### src/rtl/alu_pkg.sv
// ---------------------------------------------------------------------------
// alu_pkg
// Purpose : Opcode encodings and the opcode type shared by the ALU core
//           and the two-requester ALU arbiter.
// Contents: ALU_WIDTH     - datapath width (only 32 is supported)
//           OPC_*         - raw 3-bit opcode encodings
//           alu_op_e      - enumerated opcode type built from OPC_*
// ---------------------------------------------------------------------------
package alu_pkg;

    localparam int ALU_WIDTH = 32;

    localparam logic [2:0] OPC_ADD  = 3'b000;
    localparam logic [2:0] OPC_SUB  = 3'b001;
    localparam logic [2:0] OPC_AND  = 3'b010;
    localparam logic [2:0] OPC_OR   = 3'b011;
    localparam logic [2:0] OPC_XOR  = 3'b100;
    localparam logic [2:0] OPC_SLT  = 3'b101;
    localparam logic [2:0] OPC_RSV6 = 3'b110;
    localparam logic [2:0] OPC_RSV7 = 3'b111;

    typedef enum logic [2:0] {
        OP_ADD  = OPC_ADD,
        OP_SUB  = OPC_SUB,
        OP_AND  = OPC_AND,
        OP_OR   = OPC_OR,
        OP_XOR  = OPC_XOR,
        OP_SLT  = OPC_SLT,
        OP_RSV6 = OPC_RSV6,
        OP_RSV7 = OPC_RSV7
    } alu_op_e;

endpackage

### src/rtl/alu32_core.sv
// ---------------------------------------------------------------------------
// alu32_core
// Purpose : Purely combinational 32-bit ALU.
// Ports   : op        in  opcode (alu_op_e)
//           a, b      in  32-bit operands
//           result    out 32-bit result
//           carryout  out carry out of bit 31 (ADD/SUB only)
//           overflow  out signed overflow (ADD/SUB only)
// ---------------------------------------------------------------------------
module alu32_core
    import alu_pkg::*;
(
    input  alu_op_e               op,
    input  logic [ALU_WIDTH-1:0]  a,
    input  logic [ALU_WIDTH-1:0]  b,
    output logic [ALU_WIDTH-1:0]  result,
    output logic                  carryout,
    output logic                  overflow
);

    logic [ALU_WIDTH:0] w_sum;
    logic [ALU_WIDTH:0] w_diff;
    logic               w_addOvf;
    logic               w_subOvf;

    // Subtraction is a + ~b + 1 so its bit-32 carry is the "no borrow" flag;
    // SLT reuses the same difference and overflow to get a signed compare.
    always_comb begin
        w_sum    = {1'b0, a} + {1'b0, b};
        w_diff   = {1'b0, a} + {1'b0, ~b} + {{ALU_WIDTH{1'b0}}, 1'b1};
        w_addOvf = (a[ALU_WIDTH-1] == b[ALU_WIDTH-1]) &&
                   (w_sum[ALU_WIDTH-1] != a[ALU_WIDTH-1]);
        w_subOvf = (a[ALU_WIDTH-1] != b[ALU_WIDTH-1]) &&
                   (w_diff[ALU_WIDTH-1] != a[ALU_WIDTH-1]);
    end

    always_comb begin
        result   = '0;
        carryout = 1'b0;
        overflow = 1'b0;
        case (op)
            OP_ADD: begin
                result   = w_sum[ALU_WIDTH-1:0];
                carryout = w_sum[ALU_WIDTH];
                overflow = w_addOvf;
            end
            OP_SUB: begin
                result   = w_diff[ALU_WIDTH-1:0];
                carryout = w_diff[ALU_WIDTH];
                overflow = w_subOvf;
            end
            OP_AND: result = a & b;
            OP_OR:  result = a | b;
            OP_XOR: result = a ^ b;
            OP_SLT: result = {{(ALU_WIDTH-1){1'b0}}, w_diff[ALU_WIDTH-1] ^ w_subOvf};
            default: begin
                result   = '0;
                carryout = 1'b0;
                overflow = 1'b0;
            end
        endcase
    end

endmodule

### src/rtl/alu_share_arbiter.sv
// ---------------------------------------------------------------------------
// alu_share_arbiter
// Purpose : Shares one 32-bit ALU between two requesters with round-robin
//           arbitration and a single-entry response register (latency 1,
//           one op per cycle when the consumer is always ready).
// Ports   : clk, reset_n              clock, synchronous active-low reset
//           req_valid[1:0]            per-requester operation present
//           req_ready[1:0]            per-requester accept (one-hot or 00)
//           req_op0/1, req_a0/1, req_b0/1   per-requester opcode/operands
//           rsp_valid / rsp_ready     response handshake
//           rsp_result, rsp_id        result and issuing requester
//           rsp_carryout, rsp_overflow  ALU flags
// ---------------------------------------------------------------------------
module alu_share_arbiter
    import alu_pkg::*;
#(
    parameter int WIDTH = 32
) (
    input  logic             clk,
    input  logic             reset_n,
    input  logic [1:0]       req_valid,
    output logic [1:0]       req_ready,
    input  logic [2:0]       req_op0,
    input  logic [2:0]       req_op1,
    input  logic [WIDTH-1:0] req_a0,
    input  logic [WIDTH-1:0] req_b0,
    input  logic [WIDTH-1:0] req_a1,
    input  logic [WIDTH-1:0] req_b1,
    output logic             rsp_valid,
    input  logic             rsp_ready,
    output logic [WIDTH-1:0] rsp_result,
    output logic             rsp_id,
    output logic             rsp_carryout,
    output logic             rsp_overflow
);

    logic             r_lastGrant;
    logic             r_rspValid;
    logic [WIDTH-1:0] r_rspResult;
    logic             r_rspId;
    logic             r_rspCarry;
    logic             r_rspOvf;

    logic             w_slotFree;
    logic             w_grant;
    logic             w_accept;
    alu_op_e          w_op;
    logic [WIDTH-1:0] w_a;
    logic [WIDTH-1:0] w_b;
    logic [WIDTH-1:0] w_result;
    logic             w_carry;
    logic             w_ovf;

    // Grant depends only on valids, the pointer and the response slot, so
    // operand values never reach req_ready. On a tie the requester that did
    // not win last time goes next.
    always_comb begin
        w_slotFree = !r_rspValid || rsp_ready;
        w_grant    = (req_valid == 2'b11) ? ~r_lastGrant : req_valid[1];
        req_ready  = 2'b00;
        if (reset_n && w_slotFree && (req_valid != 2'b00)) begin
            req_ready = w_grant ? 2'b10 : 2'b01;
        end
        w_accept = |(req_valid & req_ready);
        w_op     = alu_op_e'(w_grant ? req_op1 : req_op0);
        w_a      = w_grant ? req_a1 : req_a0;
        w_b      = w_grant ? req_b1 : req_b0;
    end

    alu32_core u_alu (
        .op       (w_op),
        .a        (w_a),
        .b        (w_b),
        .result   (w_result),
        .carryout (w_carry),
        .overflow (w_ovf)
    );

    // An accept overwrites the slot even in the cycle it drains, which is
    // what gives back-to-back throughput; a drain without an accept just
    // clears valid and leaves the last payload in place.
    always_ff @(posedge clk) begin
        if (!reset_n) begin
            r_rspValid  <= 1'b0;
            r_rspResult <= '0;
            r_rspId     <= 1'b0;
            r_rspCarry  <= 1'b0;
            r_rspOvf    <= 1'b0;
            r_lastGrant <= 1'b1;
        end else if (w_accept) begin
            r_rspValid  <= 1'b1;
            r_rspResult <= w_result;
            r_rspId     <= w_grant;
            r_rspCarry  <= w_carry;
            r_rspOvf    <= w_ovf;
            r_lastGrant <= w_grant;
        end else if (rsp_ready) begin
            r_rspValid  <= 1'b0;
        end
    end

    assign rsp_valid    = r_rspValid;
    assign rsp_result   = r_rspResult;
    assign rsp_id       = r_rspId;
    assign rsp_carryout = r_rspCarry;
    assign rsp_overflow = r_rspOvf;

endmodule

### config.mk
export PLATFORM = sky130hd
export DESIGN_NAME = alu_share_arbiter
export DESIGN_NICKNAME = d
export VERILOG_FILES = /design/src/rtl/alu_pkg.sv /design/src/rtl/alu32_core.sv /design/src/rtl/alu_share_arbiter.sv
export SDC_FILE = /design/constraint.sdc
export NUM_CORES = 1
export LEC_CHECK = 0
export ABC_AREA = 1
export CAP_MARGIN = 30
export CORE_MARGIN = 1.5
export CORE_UTILIZATION = 48
export DETAILED_ROUTE_END_ITERATION = 10
export PLACE_DENSITY = 0.79
export SLEW_MARGIN = 20
export SYNTH_ARGS = -nofsm -noshare
export SYNTH_HDL_FRONTEND = slang
export SYNTH_SLANG_ARGS = --single-unit
### constraint.sdc
create_clock -name clk -period 3.5 [get_ports clk]
set_input_delay 0.525 -clock clk [delete_from_list [all_inputs] [get_ports clk]]
set_output_delay 0.525 -clock clk [all_outputs]
set_load 0.02 [all_outputs]
# Word level (Yosys, flattened, before mapping)
# Cells that the tools add are included.
# word_totals
n_memories,0
rom_bits,0
ff_bits,37
ram_bits,0
latch_bits,0
# classes
div,0
n_eq_ne,10
n_shift,0
n_mul,0
n_reduce_logical,10
n_bitwise,7
mux,11
n_addsub,3
magnitude_cmp,0
# ops
op,count
$pmux 32 s6,1
$add 32x32->33,2
$mux 32,2
$add 33x1->33 const B,1
$and 32x32->32,1
$not 32->32,1
$or 32x32->32,1
$xor 32x32->32,1
$eq 3x2->1 const B,2
$eq 3x3->1 const B,2
$logic_and 1x1->1,4
$mux 2,2
$pmux 1 s2,2
$reduce_bool 2->1,2
$eq 3x1->1 const B,1
$logic_not 3->1,1
$mux 1,3
$mux 3,1
$ne 1x1->1,3
$and 2x2->2,1
$eq 2x2->1 const B,1
$reduce_or 2->1,1
$eq 1x1->1,1
$logic_not 1->1,1
3 further kinds,3

# Longest topological paths before layout
# depth
depth_word,10
mapped_depth,27
ltp_nobuf,23

# By module
# A second synthesis with hierarchy kept.
# hier_totals
hier_cells,1674
hier_area_um2,8722.1
# modules_own_cells
mod,cells_per_inst,n_inst,area_per_inst_um2,seq_area_each_um2
alu32_core,1284,1,6538.8,0.0
alu_share_arbiter,390,1,2183.3,740.7

# Worst setup path after synthesis
# OpenSTA, ideal clock, no wires.
# synth_timing
path_type,input-to-reg
start,in req_valid[0]
end,reg r_rspResult[31] (netlist: rsp_result[31])
path_buffers,4
required_ns,3.433
cell_stages,25
setup_time_ns,0.067
slack_ns,-0.368
arrival_time_ns,3.801
path_cell_list,nand2_2 > nand2_2 > buf_6 > buf_6 > buf_2 > clkbuf_1 > nand2_1 > o21ai_0 > ha_1 > inv_1 > a21oi_1 > o21ai_0 > a21oi_1 > nor2_1 > nor2_1 > nand2_1 > nand4_1 > nand2_1 > fa_1 > inv_1 > o22ai_1 > nor2_1 > nand3_1 > nand2_1 > a21oi_2
# synth_via
elab_chain_len,7
word_cells_on_any_way,25
classes_between,3 x add/sub; 6 x eq/ne; 7 x mux; 5 x bitwise; 4 x reduce/logical
# synth_rtl
item,line,rtl
from (decl),alu_share_arbiter.sv:21,"input logic [1:0] req_valid,"
$eq 2x2->1,alu_share_arbiter.sv:59,w_grant = (req_valid == 2'b11) ? ~r_lastGrant : req_valid[1];
$mux 1,alu_share_arbiter.sv:59,
$mux 32,alu_share_arbiter.sv:67,w_b = w_grant ? req_b1 : req_b0;
$not 32->32,alu32_core.sv:30,"w_diff = {1'b0, a} + {1'b0, ~b} + {{ALU_WIDTH{1'b0}}, 1'b1};"
$add 32x32->33,alu32_core.sv:30,
$add 33x1->33,alu32_core.sv:30,
$pmux 32 s6,alu32_core.sv:41,case (op)
to (signal assigned),alu_share_arbiter.sv:92,r_rspResult <= w_result;
to (decl),alu_share_arbiter.sv:39,logic [WIDTH-1:0] r_rspResult;
# Parallel ways exist; a longest one is shown, timed or not.
# A chain may end at the register's enable or synchronous reset.

# Worst setup path in the final report
# layout_timing
start,in req_valid[0]
end,reg r_rspOvf (netlist: rsp_overflow)
# layout_via
elab_chain_len,9
word_cells_on_any_way,24
classes_between,3 x add/sub; 6 x eq/ne; 7 x mux; 2 x bitwise; 6 x reduce/logical
# layout_rtl
item,line,rtl
$eq 2x2->1,alu_share_arbiter.sv:59,
$mux 1,alu_share_arbiter.sv:59,
$mux 32,alu_share_arbiter.sv:67,
$not 32->32,alu32_core.sv:30,
$add 32x32->33,alu32_core.sv:30,
$add 33x1->33,alu32_core.sv:30,
$ne 1x1->1,alu32_core.sv:34,(w_diff[ALU_WIDTH-1] != a[ALU_WIDTH-1]);
$logic_and 1x1->1,alu32_core.sv:33,w_subOvf = (a[ALU_WIDTH-1] != b[ALU_WIDTH-1]) &&
$pmux 1 s2,alu32_core.sv:41,
to (signal assigned),alu_share_arbiter.sv:95,r_rspOvf <= w_ovf;
to (decl),alu_share_arbiter.sv:42,logic r_rspOvf;
# Parallel ways exist; a longest one is shown, timed or not.

==> run metrics <==
status=completed; gr ovfl total=0; CTS hold repair buffers=0; clock power share=13.7%; Final TNS setup=0 ns; Post-Syn Instances=1429; Chip Width=132 um; pwr dens=312 nW/um^2; # rows=47; chip height=132 um; fin util=77.8%; via count=11.4k; CP top delay family=simple AND/OR/NAND/NOR gates; die area=17500 um^2; CP Data Required Time=3.70 ns; Synth Area per Inst=5.61 um^2; largest area contributor in the netlist=nand2_1; Residual DRC=0; worst hold slack=0.464 ns; Synth area leaders=nand2_1 16%, ha_1 16%, inv_1 11%; maxcap violations=0; Final min period=3.48 ns; largest net degree at the start of global routing=33; Slew HR=57.9%; Crit. End Element=register; RSZ-0062 raised after global routing=true; total track usage=38.9%; Setup Skew=0.00235 ns; register area share after synthesis=9.24%; Sw Share=46.2%; FF-to-FF Start=r_lastGrant; routed length per instance=16.9 um; Finished Layout Cells=2083; Gate power share=74.5%; critical path's slowest cell=fa_1; sw power=0.00184 W; PnR worst setup slack=0.0160 ns; Nets=2105; Detailed Place HPWL=28100 um; type of origin of the critical path=primary input; Mapped Area=8020 um^2; num ports=177; area of the multi-input gates=6470 um^2; Clock Latency Late Sink=0.29 ns; Post-DRT Antenna Nets=0; Core Box Area=16500 um^2; clk sink count=37; Via density=5.46; CP max FO=11; Filler cells=1266; Yosys warning total=0; H-tree levels=2; Distinct cells, synth=48; Slew Viols, Final=0; CP arrival=3.69 ns; CTS tree=done; first-pass GRT wire length=54700 um; Fin. Hold Viols=0; CTS root buffer=clkbuf_16; Ant. Diodes=0; Num CTS Buffers=5; Reg clk slew, reported paths=0.06 ns; crit path kind=in2reg; vias in the first global route=11.1k; Hold Path Class=reg2reg; worst slew pin tran=0.631 ns; crit-path cells=buf_2 -> nand2_4 -> nand2_8 -> buf_12 -> buf_6 -> buf_4 -> nand2_1 -> o21ai_2 -> ha_4 -> inv_2 -> a21oi_2 -> nand2_2 -> nand3_2 -> nand3_4 -> nand4_1 -> nand2_2 -> nand4_1 -> nand2_2 -> fa_1 -> inv_2 -> a21oi_1 -> a31oi_1 -> a22oi_1; fraction of layout cells with a size suffix above 1=25.3%; Tcrit/Tclk final=99.5%; Peak VDD IR=0.000232 V; Worst Setup SP=req_valid[0]; Inst Count DP=2054; DRT Pass-1 Iters=6; clock tree buffer depth=2; top cell type's share of synthesized area=16.2%; Initial Utilization=48.7%; Setup violations, final=0; Seq cells post-synth=37; DRT iter0 DRCs=1121; Syn Nets=1672; total wire length=35200 um; CP max stage delay=0.55 ns; Int Pwr=0.00215 W; synthesis-to-finish area growth=59.7%; hold wc startpoint=rsp_result[23]; most used cell, CP=nand2_2; Max Clock Freq=287 MHz; register area=742 um^2; register share of total power=11.8%; IO buf count=176; Final GP Congestion=1.03; crit path buf inv count=6; pre-CTS WS=-0.772 ns; P_leak=6.54 nW; initial antenna violation count=0
metal layers:
metal	GRT usage, %	part of all wire, %
met1	44.0	38
met2	69.1	47
met3	4.73	7.6
met4	24.9	8.0
met5	0	0
through the flow:
step,power (W),area (um^2)
2_1_floorplan,0.00191,8250
3_3_place_gp,0.00315,12100
3_5_place_dp,0.00320,12100
4_1_cts,0.00381,12500
5_1_grt,0.00424,12800
6_report,0.00399,12800
tightest hold or removal path: stages, from the launching register on:
cell and delay [ns]:
dfxtp_1 0.31, nand2_1 0.06, a21oi_1 0.05
state kept, by name, indices dropped and copies added, names as in the netlist:
name,flops
rsp_valid,1
rsp_id,1
rsp_overflow,1
r_lastGrant,1
rsp_carryout,1
rsp_result,32
cell usage after synthesis, drive strengths merged:
cell and count:
nand2 367, inv 244, a21oi 145, o21ai 122, nand3 119, nor2 117, ha 101, dfxtp 37
buf 34, clkbuf 21, o22ai 21, nor3 17, nand4 15, or2 12, o21bai 8, xor2 7
o211ai 6, o221ai 6, a21o 3, and2 3, fa 3, nand3b 3, o21a 3, o31ai 3
a21boi 2, a221oi 2, a22oi 2, a31oi 2, a211oi 1, and3 1, nand2b 1, nor4 1
cell type report:
cell class	instances	share of cell area [%]
Clock inverter	2	0.293
Inverter	244	7.23
Sequential cell	37	5.79
Timing Repair Buffer	481	33.0
Clock buffer	6	1.08
Multi-Input combinational cell	1093	50.5
Tap cell	220	2.15
cell families after synthesis:
| family | Yosys count | synth area share, % |
|---|---|---|
| adder cells (fa/ha/maj) | 104 | 16.5 |
| XOR/XNOR | 7 | 0.764 |
| flip-flops | 37 | 9.24 |
| AND/OR/NAND/NOR | 656 | 35.6 |
| AO/OA/AOI/OAI | 326 | 22.6 |
| buffers and inverters | 299 | 15.4 |
layout by cell type, fill, tap and decap left out, drive strengths merged, types with 2 or more instances in the layout:
cell and instances:
a21o 3, a21oi 145, nand3 119, ha 101, o22ai 21, o221ai 6, nand3b 3, a221oi 2
o211ai 6, o21bai 8, a22oi 2, inv 244, nor3 17, clkbuf 7, xor2 7, dfxtp 37
nand2 367, fa 3, o21ai 122, nand4 15, a21boi 2, nor2 117, or2 12, buf 305
a31oi 2, and2 3, clkdlybuf4s50 174, o31ai 3, o21a 3
repair_timing:
item                       CTS  global route
setup buffers                8            10
pin swaps                   26            27
setup endpoints to repair   27            16
gates resized for setup     44            63
gates cloned                 3             1
hold endpoints to repair     0             0
power groups by stage:
| stage | Sequential, W | Combinational (W) | Clock, W |
|---|---|---|---|
| after floorplan | 0.000515 | 0.00140 | 0 |
| after global placement | 0.000477 | 0.00268 | 0 |
| after detailed placement | 0.000479 | 0.00272 | 0 |
| after CTS | 0.000470 | 0.00280 | 0.000544 |
| after global routing | 0.000474 | 0.00320 | 0.000563 |
| final | 0.000471 | 0.00297 | 0.000547 |
worst paths after layout:
kind | endpoint | slack (ns) | cells after the start
max reg2reg | rsp_overflow | 0.04 | 20
max | rsp_overflow | 0.02 | 23
min reg2reg | rsp_result[23] | 0.46 | 2
min | rsp_result[23] | 0.46 | 2
(Power assumes the default switching activity.)
